===== src/rtl/instr_sequencer.sv =====
// Instruction sequencer: buffers 18-bit instruction words in a small FIFO, decodes them
// into register-file command fields and sequences a fixed multi-cycle write enable.
module instr_sequencer #(
    parameter int FIFO_DEPTH = 4,
    parameter int WE_CYCLES  = 2
) (
    input  logic        clk,
    input  logic        rst,
    input  logic [17:0] instr_in,
    input  logic        instr_valid,
    output logic        instr_ready,
    output logic [2:0]  opcode,
    output logic [3:0]  addr1,
    output logic [3:0]  addr2,
    output logic [3:0]  dest,
    output logic        sinalImm,
    output logic [5:0]  Imm,
    output logic        we,
    output logic        display_en,
    output logic        done,
    output logic        busy
);
    localparam int PTR_W = (FIFO_DEPTH > 1) ? $clog2(FIFO_DEPTH) : 1;
    localparam int CNT_W = PTR_W + 1;
    localparam int WEC_W = $clog2(WE_CYCLES + 1);
    localparam logic [CNT_W-1:0] DEPTH_C   = CNT_W'(FIFO_DEPTH);
    localparam logic [CNT_W-1:0] CNT_ZERO  = {CNT_W{1'b0}};
    localparam logic [PTR_W-1:0] PTR_ONE   = PTR_W'(1);
    localparam logic [WEC_W-1:0] WEC_ZERO  = {WEC_W{1'b0}};
    localparam logic [WEC_W-1:0] WEC_ONE   = WEC_W'(1);
    localparam logic [WEC_W-1:0] WEC_LAST  = WEC_W'(WE_CYCLES - 1);

    localparam logic [2:0] OP_LOAD    = 3'd0;
    localparam logic [2:0] OP_ADD     = 3'd1;
    localparam logic [2:0] OP_ADDI    = 3'd2;
    localparam logic [2:0] OP_SUB     = 3'd3;
    localparam logic [2:0] OP_SUBI    = 3'd4;
    localparam logic [2:0] OP_MUL     = 3'd5;
    localparam logic [2:0] OP_CLEAR   = 3'd6;
    localparam logic [2:0] OP_DISPLAY = 3'd7;

    typedef enum logic [2:0] {
        ST_IDLE    = 3'd0,
        ST_DECODE  = 3'd1,
        ST_EXEC    = 3'd2,
        ST_WRITE   = 3'd3,
        ST_RELEASE = 3'd4
    } state_e;

    state_e             state_r;
    state_e             state_next_s;
    logic [17:0]        mem_r [FIFO_DEPTH];
    logic [PTR_W-1:0]   wr_ptr_r;
    logic [PTR_W-1:0]   rd_ptr_r;
    logic [CNT_W-1:0]   count_r;
    logic [CNT_W-1:0]   count_next_s;
    logic [WEC_W-1:0]   we_cnt_r;
    logic [WEC_W-1:0]   we_cnt_next_s;
    logic               push_s;
    logic               pop_s;
    logic               disp_next_s;

    logic [17:0]        head_s;
    logic [2:0]         dec_opcode_s;
    logic [3:0]         dec_dest_s;
    logic [3:0]         dec_addr1_s;
    logic [3:0]         dec_addr2_s;
    logic               dec_sign_s;
    logic [5:0]         dec_imm_s;

    logic [2:0]         opcode_r;
    logic [3:0]         addr1_r;
    logic [3:0]         addr2_r;
    logic [3:0]         dest_r;
    logic               sign_r;
    logic [5:0]         imm_r;
    logic               we_r;
    logic               display_en_r;
    logic               done_r;
    logic               busy_r;
    logic               ready_r;

    // A push is only taken while not full, and never during reset
    assign push_s = instr_valid && ready_r && !rst;

    // Field decode of the FIFO head; CLEAR and DISPLAY carry the raw low bits apart from their own gates
    always_comb begin
        head_s       = mem_r[rd_ptr_r];
        dec_opcode_s = head_s[17:15];
        dec_dest_s   = head_s[14:11];
        dec_addr1_s  = head_s[10:7];
        dec_addr2_s  = head_s[3:0];
        dec_sign_s   = head_s[6];
        dec_imm_s    = head_s[5:0];
        case (dec_opcode_s)
            OP_LOAD, OP_ADDI, OP_SUBI: begin
                dec_addr2_s = 4'd0;
            end
            OP_ADD, OP_SUB, OP_MUL: begin
                dec_sign_s = 1'b0;
                dec_imm_s  = 6'd0;
            end
            OP_CLEAR: begin
                dec_addr1_s = 4'd0;
                dec_addr2_s = 4'd0;
            end
            OP_DISPLAY: begin
                dec_dest_s = 4'd0;
            end
            default: begin
                dec_dest_s = head_s[14:11];
            end
        endcase
    end

    // Next-state logic, pop request and write-enable cycle counter
    always_comb begin
        state_next_s  = state_r;
        we_cnt_next_s = we_cnt_r;
        pop_s         = 1'b0;
        case (state_r)
            ST_IDLE: begin
                if (count_r != CNT_ZERO) begin
                    pop_s        = 1'b1;
                    state_next_s = ST_DECODE;
                end else begin
                    state_next_s = ST_IDLE;
                end
            end
            ST_DECODE: begin
                state_next_s = ST_EXEC;
            end
            ST_EXEC: begin
                if (opcode_r == OP_DISPLAY) begin
                    state_next_s = ST_IDLE;
                end else begin
                    state_next_s  = ST_WRITE;
                    we_cnt_next_s = WEC_ZERO;
                end
            end
            ST_WRITE: begin
                if (we_cnt_r == WEC_LAST) begin
                    state_next_s  = ST_RELEASE;
                    we_cnt_next_s = WEC_ZERO;
                end else begin
                    we_cnt_next_s = we_cnt_r + WEC_ONE;
                end
            end
            ST_RELEASE: begin
                state_next_s = ST_IDLE;
            end
            default: begin
                state_next_s  = ST_IDLE;
                we_cnt_next_s = WEC_ZERO;
            end
        endcase
    end

    // Occupancy and pulse qualifiers feeding the registered outputs
    always_comb begin
        count_next_s = count_r + CNT_W'(push_s) - CNT_W'(pop_s);
        disp_next_s  = (state_next_s == ST_EXEC) && (opcode_r == OP_DISPLAY);
    end

    // FIFO storage; contents need no reset since occupancy gates every read
    always_ff @(posedge clk) begin
        if (push_s) begin
            mem_r[wr_ptr_r] <= instr_in;
        end
    end

    // State, pointers and all outputs; outputs are registered from next-cycle values
    always_ff @(posedge clk) begin
        if (rst) begin
            state_r      <= ST_IDLE;
            wr_ptr_r     <= {PTR_W{1'b0}};
            rd_ptr_r     <= {PTR_W{1'b0}};
            count_r      <= CNT_ZERO;
            we_cnt_r     <= WEC_ZERO;
            opcode_r     <= 3'd0;
            addr1_r      <= 4'd0;
            addr2_r      <= 4'd0;
            dest_r       <= 4'd0;
            sign_r       <= 1'b0;
            imm_r        <= 6'd0;
            we_r         <= 1'b0;
            display_en_r <= 1'b0;
            done_r       <= 1'b0;
            busy_r       <= 1'b0;
            ready_r      <= 1'b1;
        end else begin
            state_r  <= state_next_s;
            we_cnt_r <= we_cnt_next_s;
            count_r  <= count_next_s;
            if (push_s) begin
                wr_ptr_r <= wr_ptr_r + PTR_ONE;
            end
            if (pop_s) begin
                rd_ptr_r <= rd_ptr_r + PTR_ONE;
                opcode_r <= dec_opcode_s;
                addr1_r  <= dec_addr1_s;
                addr2_r  <= dec_addr2_s;
                dest_r   <= dec_dest_s;
                sign_r   <= dec_sign_s;
                imm_r    <= dec_imm_s;
            end
            we_r         <= (state_next_s == ST_WRITE);
            display_en_r <= disp_next_s;
            done_r       <= (state_next_s == ST_RELEASE) || disp_next_s;
            busy_r       <= (state_next_s != ST_IDLE) || (count_next_s != CNT_ZERO);
            ready_r      <= (count_next_s != DEPTH_C);
        end
    end

    assign instr_ready = ready_r;
    assign opcode      = opcode_r;
    assign addr1       = addr1_r;
    assign addr2       = addr2_r;
    assign dest        = dest_r;
    assign sinalImm    = sign_r;
    assign Imm         = imm_r;
    assign we          = we_r;
    assign display_en  = display_en_r;
    assign done        = done_r;
    assign busy        = busy_r;

endmodule


===== config.mk =====
export PLATFORM = sky130hd
export DESIGN_NAME = instr_sequencer
export DESIGN_NICKNAME = d
export VERILOG_FILES = /design/src/rtl/instr_sequencer.sv
export SDC_FILE = /design/constraint.sdc
export NUM_CORES = 1
export LEC_CHECK = 0
export ABC_AREA = 1
export CAP_MARGIN = 5
export CORE_UTILIZATION = 60
export CTS_CLUSTER_DIAMETER = 60
export DETAILED_ROUTE_END_ITERATION = 12
export PLACE_DENSITY_LB_ADDON = 0.08
export RECOVER_POWER = 100
export SLEW_MARGIN = 20
export SYNTH_ARGS = -nofsm -noshare
export SYNTH_HDL_FRONTEND = slang
export SYNTH_SLANG_ARGS = --single-unit

===== constraint.sdc =====
create_clock -name clk -period 3.6 [get_ports clk]
set_input_delay 0.54 -clock clk [delete_from_list [all_inputs] [get_ports clk]]
set_output_delay 0.54 -clock clk [all_outputs]
set_load 0.05 [all_outputs]

# After elaboration in Yosys (flattened, before gate mapping)
# Memory sizes are Yosys's and may differ from the RTL's. A register that Yosys moved wholly into a read port is not among the register bits.
# Index checks and enable logic that the tools add are counted.
op_classes:
  n_addsub: 5
  eq_ne: 18
  mux: 18
  bitwise_logic: 1
  reduce_logical: 15
ops:
  columns: ["operator", "n"]
  rows:
  - ["3-bit equality test (second input constant)", 7]
  - ["3-bit by 2-bit equality test with 1-bit output (second input constant)", 6]
  - ["4-bit two-way mux", 3]
  - ["3-bit case mux with 4 select lines", 1]
  - ["2-bit two-way mux", 5]
  - ["3-bit nonzero test", 3]
  - ["2-bit by 1-bit adder with 2-bit output (second input constant)", 3]
  - ["3-bit by 1-bit equality test with 1-bit output (second input constant)", 2]
  - ["3-bit zero test", 2]
  - ["1-bit two-way mux", 6]
  - ["6-bit two-way mux", 1]
  - ["2-bit case mux with 3 select lines", 1]
  - ["3-bit OR reduction", 2]
  - ["4-bit OR reduction", 1]
  - ["3-bit by 1-bit adder with 3-bit output", 1]
  - ["1-bit logical AND", 3]
  - ["3-bit two-way mux", 1]
  - ["3-bit != test (second input constant)", 1]
  - ["3-bit by 1-bit subtractor with 3-bit output", 1]
  - ["2-bit by 1-bit equality test with 1-bit output (second input constant)", 1]
  - ["1-bit logical OR", 2]
  - ["2-bit != test (second input constant)", 1]
  - ["2-bit AND reduction", 1]
  - ["1-bit zero test", 1]
  - ["1-bit NOT", 1]
totals:
  reg_bits: 39
  ramBits: 72
  input_bits: 21
  output_inout_bits: 27
  wordCells: 74
  n_memories: 1
memory_table:
  columns: ["memory", "depth", "word_bits", "rd", "rd_clocked_by_memory_dff", "write_ports", "line_no", "source"]
  rows:
  - ["mem_r", 4, 18, 1, 1, 1, "52", "logic [17:0] mem_r [FIFO_DEPTH];"]

# Logic depth before layout (Yosys ltp)
# Gate-level depths: netlist of run 1.
depth:
  word_depth: 6
  depth_mapped: 11
  depth_no_buf: 10

# Worst setup path before layout of run 1
# No wires, ideal clock.
synth_path:
  kind: "flip-flop to flip-flop"
  startpoint: "reg ready_r (netlist: instr_ready)"
  endpoint: "reg busy_r (netlist: busy)"
  setup_ns: 0.122
  t_arrival_ns: 2.232
  t_required_ns: 3.478
  path_slack_ns: 1.247
  stages_incl_launch_ff: 9
  cell_sequence: "dfxtp_1 -> nand3_1 -> xor2_1 -> ha_1 -> fa_1 -> nor2_1 -> nand2_1 -> o21ai_0 -> nand3_1"
synth_between:
  elab_chain_cells: 6
synth_lines:
  columns: ["element", "line_no", "source"]
  rows:
  - ["start: declaration", "81", "logic ready_r;"]
  - ["start signal: assignment", "211", "ready_r <= (count_next_s != DEPTH_C);"]
  - ["1-bit logical AND (2 in a row)", "84", "assign push_s = instr_valid && ready_r && !rst;"]
  - ["3-bit by 1-bit adder with 3-bit output", "161", "count_next_s = count_r + CNT_W'(push_s) - CNT_W'(pop_s);"]
  - ["3-bit by 1-bit subtractor with 3-bit output", "161", null]
  - ["net count_next_s[1]", "56", "logic [CNT_W-1:0] count_next_s;"]
  - ["3-bit nonzero test", "210", "busy_r <= (state_next_s != ST_IDLE) || (count_next_s != CNT_ZERO);"]
  - ["1-bit logical OR", "210", null]
  - ["end signal: assignment", "210", null]
  - ["end: declaration", "80", "logic busy_r;"]
# The timed path passes the listed nets, and every way through them passes these cells.
# A chain may end at the register's enable or synchronous reset.

# Final worst setup path of run 1
layout_path:
  startpoint: "in rst"
  endpoint: "reg busy_r (netlist: busy)"
layout_between:
  elab_chain_cells: 6
layout_lines:
  columns: ["element", "line_no", "source"]
  rows:
  - ["start: declaration", "8", "input logic rst,"]
  - ["1-bit zero test", "84", null]
  - ["1-bit logical AND", "84", null]
  - ["3-bit by 1-bit adder with 3-bit output", "161", null]
  - ["3-bit by 1-bit subtractor with 3-bit output", "161", null]
  - ["net count_next_s[1]", "56", null]
  - ["3-bit nonzero test", "210", null]
  - ["1-bit logical OR", "210", null]
# The timed path passes the listed nets, and every way through them passes these cells.

==> impl_metrics.toml, run 1 <==
[setup_path]
cp-endpoint = "busy"
path_max_fanout = 14
cp_data_required_time_ns = 3.98
cp.arrival_ns = 3.23
crit_top_cell = "nand3_1"
critical_path.max_stage_delay_ns = 0.47
critPathSlowestCell = "fa_1"
worstRegToRegCells = 9
path_cells = "clkdlybuf4s50_1 -> inv_1 -> clkbuf_1 -> nand3_1 -> xor2_1 -> ha_1 -> fa_1 -> nor2_1 -> nand2_1 -> o21ai_0 -> nand3_1"
cp-end-kind = "register"
cp-start-kind = "primary input"
crit_type = "in2reg"
timing.rr.start = "state_r[1]"
reg2reg_to = "busy"
crit_start = "rst"
reg2reg_slack_ns = 0.87

[finish]
drive_gt1_share_pct = 9.09
fin_area_um2 = 5630
n_antenna_cell = 0
area_growth_syn_to_layout_pct = 23.7
fin_nets = 531

[pwr]
power_density_nw_per_um2 = 890
vdd_ir_drop_max_v = 0.000544
leakage_nw = 2.32

[timing]
setup_viol_count_final = 0
period_minus_slack_ns = 2.85
hold_violations = 0
skew_ns = 0.00457
max_freq_mhz = 351
rsz0062_at_grt = "false"
final.period_utilization_pct = 79.2
drv_slew = 0
max_slew_margin_pct = 19.2
worstMarginPinSlew_ns = 1.21
fin_tns_setup_ns = 0

[place]
placed_cell_area_um2 = 5090
place_hpwl_um = 5590
io_buffers = 47
place_congestion = 0.838

[floorplan]
die_h_um = 89.1
coreArea_um2 = 7290
placementRows = 31
boundaryPins = 48
initial_core_util_pct = 62.4
die-area_um2 = 7940
die_w_um = 89.1

[routing]
totalWireLength_um = 9210
vias_per_cell = 5.18
drt_iter0_markers = 207
ant_nets = 0
drc = 0
firstDrtPassIters = 4
dr_total_vias = 3192
wl_per_cell_um = 14.9

[clock_tree]
root_buffer = "clkbuf_8"
post_cts.repair.setup_buffers = 0
clk_pin_slew_ns = 0.06
clk-insertion-delay-late_ns = 0.50
hold_buffers = 0
cts_resized = 0
h-tree-depth = 4
numCtsBuffers = 17
cts_max_path_buffers = 2
cts_sinks = 113
cts_tree = "built"

[yosys]
syn_inst = 447
synthArstFlopShare_pct = 0
synth_seq_cells = 113
yosysTopAreaCell = "edfxtp_1"
synth_nets = 474
synth.area.top_cells = "edfxtp_1 (48%), dfxtp_1 (18%), nand2_1 (11%), inv_1 (4.1%), a21oi_1 (3.2%)"
synth_top_area_share_pct = 47.5
synth.distinct_cells = 28
synth_edf_count = 72
yosys_most_used_dff = "edfxtp_1"
syn_area_um2 = 4550
seq_area_frac_synth_pct = 65.5
syn_area_per_cell_um2 = 10.2
ys_warn_count = 0

[global_routing]
grt_max_degree = 37
first_global_vias = 2993
antenna_found_initial = 0
grt_pass1_wl_um = 14400
grt_usage_pct = 25.9
gr-total-overflow = 0

[run]
maxCapViolCount = 0

[min_path]
min_path_type = "reg2reg"

[run_status]
status = "complete, no violations"
-- cells in the mapped netlist, types with 2 or more instances --
library cell,n
nand2_1,132
edfxtp_1,72
inv_1,50
dfxtp_1,41
a21oi_1,29
nor2_1,27
nand3_1,25
a21oi_2,10
o21ai_0,9
o21ai_1,9
buf_2,5
buf_4,5
ha_1,5
clkbuf_1,4
o22ai_1,4
buf_6,3
xor2_1,3
inv_2,2
nor2_2,2
nor3_1,2
-- logic make-up after synthesis --
logic type	share of synthesized area, %
adders and majority gates	1.81
buffers and inverters	6.98
DFF	65.5
AOI/OAI and AO/OA	7.64
xor gates and xnor gates	0.770
and+or+nand+nor	17.2
-- worst min path at each step --
stage,from,slack [ns],to,cells after the start
floorplan,we_cnt_r[1],0.41,we_cnt_r[1],2
global placement,we_cnt_r[1],0.43,we_cnt_r[1],2
detailed placement,we_cnt_r[1],0.44,we_cnt_r[1],2
CTS,we_cnt_r[1],0.45,we_cnt_r[1],2
global route,we_cnt_r[1],0.47,we_cnt_r[1],2
finish,we_cnt_r[1],0.44,we_cnt_r[1],2
-- routing by layer --
metal | up-vias | share of wire [%] | GRT usage (%)
li1 | 1580 | - | -
met1 | 1496 | 41 | 30.9
met2 | 102 | 51 | 44.0
met3 | 14 | 6.0 | 7.39
met4 | 0 | 1.7 | 11.7
met5 | - | 0 | 0
-- layout make-up --
type                            instances  area, um^2
Clock inverter                         15         161
Fill cell                             493        1660
Clock buffer                           17         414
Timing Repair Buffer                   55         508
Sequential cell                       113        2980
Inverter                               54         206
Tap cell                               99         124
Multi-Input combinational cell        263        1230
-- cell usage in the layout (no fill, tap or decap) --
master and instances:
edfxtp_1 72, clkbuf_8 1, a21oi_1 29, xnor2_1 1
inv_6 3, nand3_1 25, clkbuf_1 6, a21oi_2 10
nand2_4 1, nor3_1 3, dlygate4sd3_1 45, clkinv_4 4
xor2_1 3, dfxtp_1 41, o21ai_1 8, inv_1 52
inv_4 1, fa_1 1, o22ai_1 4, nand4_1 1
ha_1 5, clkdlybuf4s50_1 2, nor2_1 29, clkinv_2 3
bufinv_16 2, clkinvlp_4 4, nand2_1 133, o21ai_0 10
clkbuf_16 16, buf_4 2
-- worst max-delay path, delay by kind of cell --
kind / cells / cell delay, ns
buffers and inverters: 3 / 0.89
and+or+nand+nor: 4 / 0.71
adders and majority gates: 2 / 0.68
xor gates and xnor gates: 1 / 0.26
AOI/OAI and AO/OA: 1 / 0.15
-- sequential cells by signal, indices dropped and copies added (netlist names), named ones only --
signal,cells
mem_r,72
wr_ptr_r,2
rd_ptr_r,2
count_r,3
display_en,1
opcode,3
busy,1
dest,4
sinalImm,1
addr2,4
we_cnt_r,2
addr1,4
state_r,3
Imm,6
done,1
we,1
instr_ready,1
-- per-stage QoR --
| stage | util, % | power (W) | setup WS [ns] | cells | hold WS, ns |
|---|---|---|---|---|---|
| floorplan | - | 0.00308 | 1.25 | 447 | 0.415 |
| global placement | 69.9 | 0.00347 | 0.672 | 584 | 0.429 |
| detailed placement | 69.9 | 0.00352 | 0.591 | 584 | 0.440 |
| CTS | 77.7 | 0.00512 | 1.12 | 616 | 0.448 |
| global route | 77.2 | 0.00528 | 0.525 | 616 | 0.471 |
| finish | 77.2 | 0.00501 | 0.750 | 616 | 0.444 |
-- report_power, final --
| group | switching (W) | internal, W |
|---|---|---|
| clock | 0.000597 | 0.000989 |
| sequential | 0.000136 | 0.00157 |
| combinational | 0.00122 | 0.000499 |
Note: power is estimated with default switching activity, not from simulation.
==> run 2, diff against run 1 <==
Settings changed: CORE_UTILIZATION 60 to 50.
Clock period 3.6 ns to 2.5 ns, I/O delays scaled along.
==> run 2 against run 1 <==
Against the previous run:
- final cell count grew 2.4%
- clock power up 53%
- hold slack worse by 0.0050 ns
- flip-flop and latch count stayed put
- largest power group is now combinational cells
==> impl_metrics.toml, run 2 (same netlist as run 1, synthesis figures left out) <==
[clock_tree]
post_cts.repair.setup_buffers = 0
hold_buffers = 0
cts_resized = 0
numCtsBuffers = 17
cts_tree = "built"
root_buffer = "clkbuf_8"
h-tree-depth = 4
clk_pin_slew_ns = 0.06
cts_max_path_buffers = 2
clk-insertion-delay-late_ns = 0.51
cts_sinks = 113

[finish]
final_common_cell = "nand2_1"
largest_reg_flops = 72
fin_area_um2 = 5700
area_growth_syn_to_layout_pct = 25.4
fin_nets = 537
n_fill_cell = 691
final_util_pct = 65.1
regMostFlops = "mem_r"
mostFrequentLayoutCells = "nand2_1 (133), edfxtp_1 (72), inv_1 (51)"
n_antenna_cell = 0
drive_gt1_share_pct = 8.99

[global_routing]
grt_usage_pct = 22.1
grt_max_degree = 37
first_global_vias = 3156
gr-total-overflow = 0
antenna_found_initial = 0
grt_pass1_wl_um = 15700

[setup_path]
crit_top_cell = "nand2_1"
path_depth = 9
crit_family = "simple AND/OR/NAND/NOR gates"
cp-start-kind = "register"
cp-end-kind = "register"
path_cells = "nor3_4 -> nand2_4 -> inv_1 -> nand2_1 -> fa_1 -> nor2_1 -> nand2_1 -> o21ai_0 -> nand3_1"
path_max_fanout = 12
cp_data_required_time_ns = 2.88
crit_type = "reg2reg"
cp-endpoint = "busy"
timing.rr.start = "state_r[1]"
crit_buf_inv = 1
crit_start = "state_r[1]"
reg2reg_slack_ns = 0.30
worstRegToRegCells = 9
cp.arrival_ns = 2.58
critPathSlowestCell = "fa_1"
reg2reg_to = "busy"
critical_path.max_stage_delay_ns = 0.49

[routing]
firstDrtPassIters = 6
ant_nets = 0
wl_met3_um = 411
met1Wirelength_um = 4250
wl_met2_um = 4720
top_layer = "met4"
drt_iter0_markers = 174
drc = 0
dr_total_vias = 3177
wl_per_cell_um = 15.1
vias_per_cell = 5.03
totalWireLength_um = 9500

[pwr]
p_seq_share_pct = 32.6
clockPowerShare_pct = 32.9
power_frac_comb_pct = 34.6
switching_share_pct = 37.3
power_density_nw_per_um2 = 1300
intPower_w = 0.00464
power.switching_w = 0.00276
vdd_ir_drop_max_v = 0.000590
finalPower_w = 0.00740
leakage_nw = 2.36

[timing]
drv_slew = 0
setup_viol_count_final = 0
setup_slack_ns = 0.305
max_freq_mhz = 456
worstMarginPinSlew_ns = 0.902
fin_tns_setup_ns = 0
rsz0062_at_grt = "false"
max_slew_margin_pct = 39.9
period_minus_slack_ns = 2.20
hold_violations = 0
final.period_utilization_pct = 87.8
skew_ns = 0.0115

[floorplan]
initial_core_util_pct = 51.9
boundaryPins = 48
die-area_um2 = 9490
placementRows = 34
coreArea_um2 = 8760
die_h_um = 97.4
die_w_um = 97.4

[place]
io_buffers = 47
post-place-ws_ns = 0.0513
place_hpwl_um = 6020
place_congestion = 0.788
placed_cell_area_um2 = 5150

[run]
maxCapViolCount = 0

[run_status]
status = "complete, no violations"

[min_path]
whs_path_depth = 2
min_path_type = "reg2reg"
## run 2: final cells by class
| type | instances | area (um^2) | share of cell area, % |
|---|---|---|---|
| inverter | 54 | 206 | 3.62 |
| clock inverter | 11 | 161 | 2.83 |
| sequential | 113 | 2980 | 52.3 |
| tap | 108 | 135 | 2.37 |
| timing repair buffer | 61 | 537 | 9.41 |
| multi-input combinational | 263 | 1240 | 21.8 |
| clock buffer | 21 | 439 | 7.70 |
## run 2: worst register-to-register path, stage by stage (launching register included)
cell,delay (ns)
dfxtp_1,0.36
nor3_4,0.24
nand2_4,0.10
inv_1,0.26
nand2_1,0.15
fa_1,0.49
nor2_1,0.15
nand2_1,0.06
o21ai_0,0.16
nand3_1,0.09
## run 2: worst min-delay path by stage
| stage | start | to | slack [ns] |
|---|---|---|---|
| floorplan | we_cnt_r[1] | we_cnt_r[1] | 0.41 |
| global placement | we_cnt_r[1] | we_cnt_r[1] | 0.43 |
| detailed placement | we_cnt_r[1] | we_cnt_r[1] | 0.44 |
| CTS | we_cnt_r[1] | we_cnt_r[1] | 0.45 |
| global route | we_cnt_r[1] | we_cnt_r[1] | 0.48 |
| finish | we_cnt_r[1] | we_cnt_r[1] | 0.44 |
## run 2: power by group through the flow
stage	Clock, W	Sequential [W]	Combinational [W]
6_report	0.00243	0.00241	0.00256
5_1_grt	0.00254	0.00244	0.00283
4_1_cts	0.00246	0.00242	0.00268
3_5_place_dp	0	0.00245	0.00265
3_3_place_gp	0	0.00244	0.00261
2_1_floorplan	0	0.00298	0.00145
## run 2: routing by layer
layer	vias to the layer above	track usage [%]
met4	0	9.28
met5	-	0
li1	1588	-
met3	13	6.12
met1	1506	27.3
met2	70	36.5
## run 2: stage by stage
step           hold WS [ns]  instances
6_report              0.439        631
4_1_cts               0.446        631
3_3_place_gp          0.427        599
5_1_grt               0.478        631
3_5_place_dp          0.437        599
2_1_floorplan         0.415        447
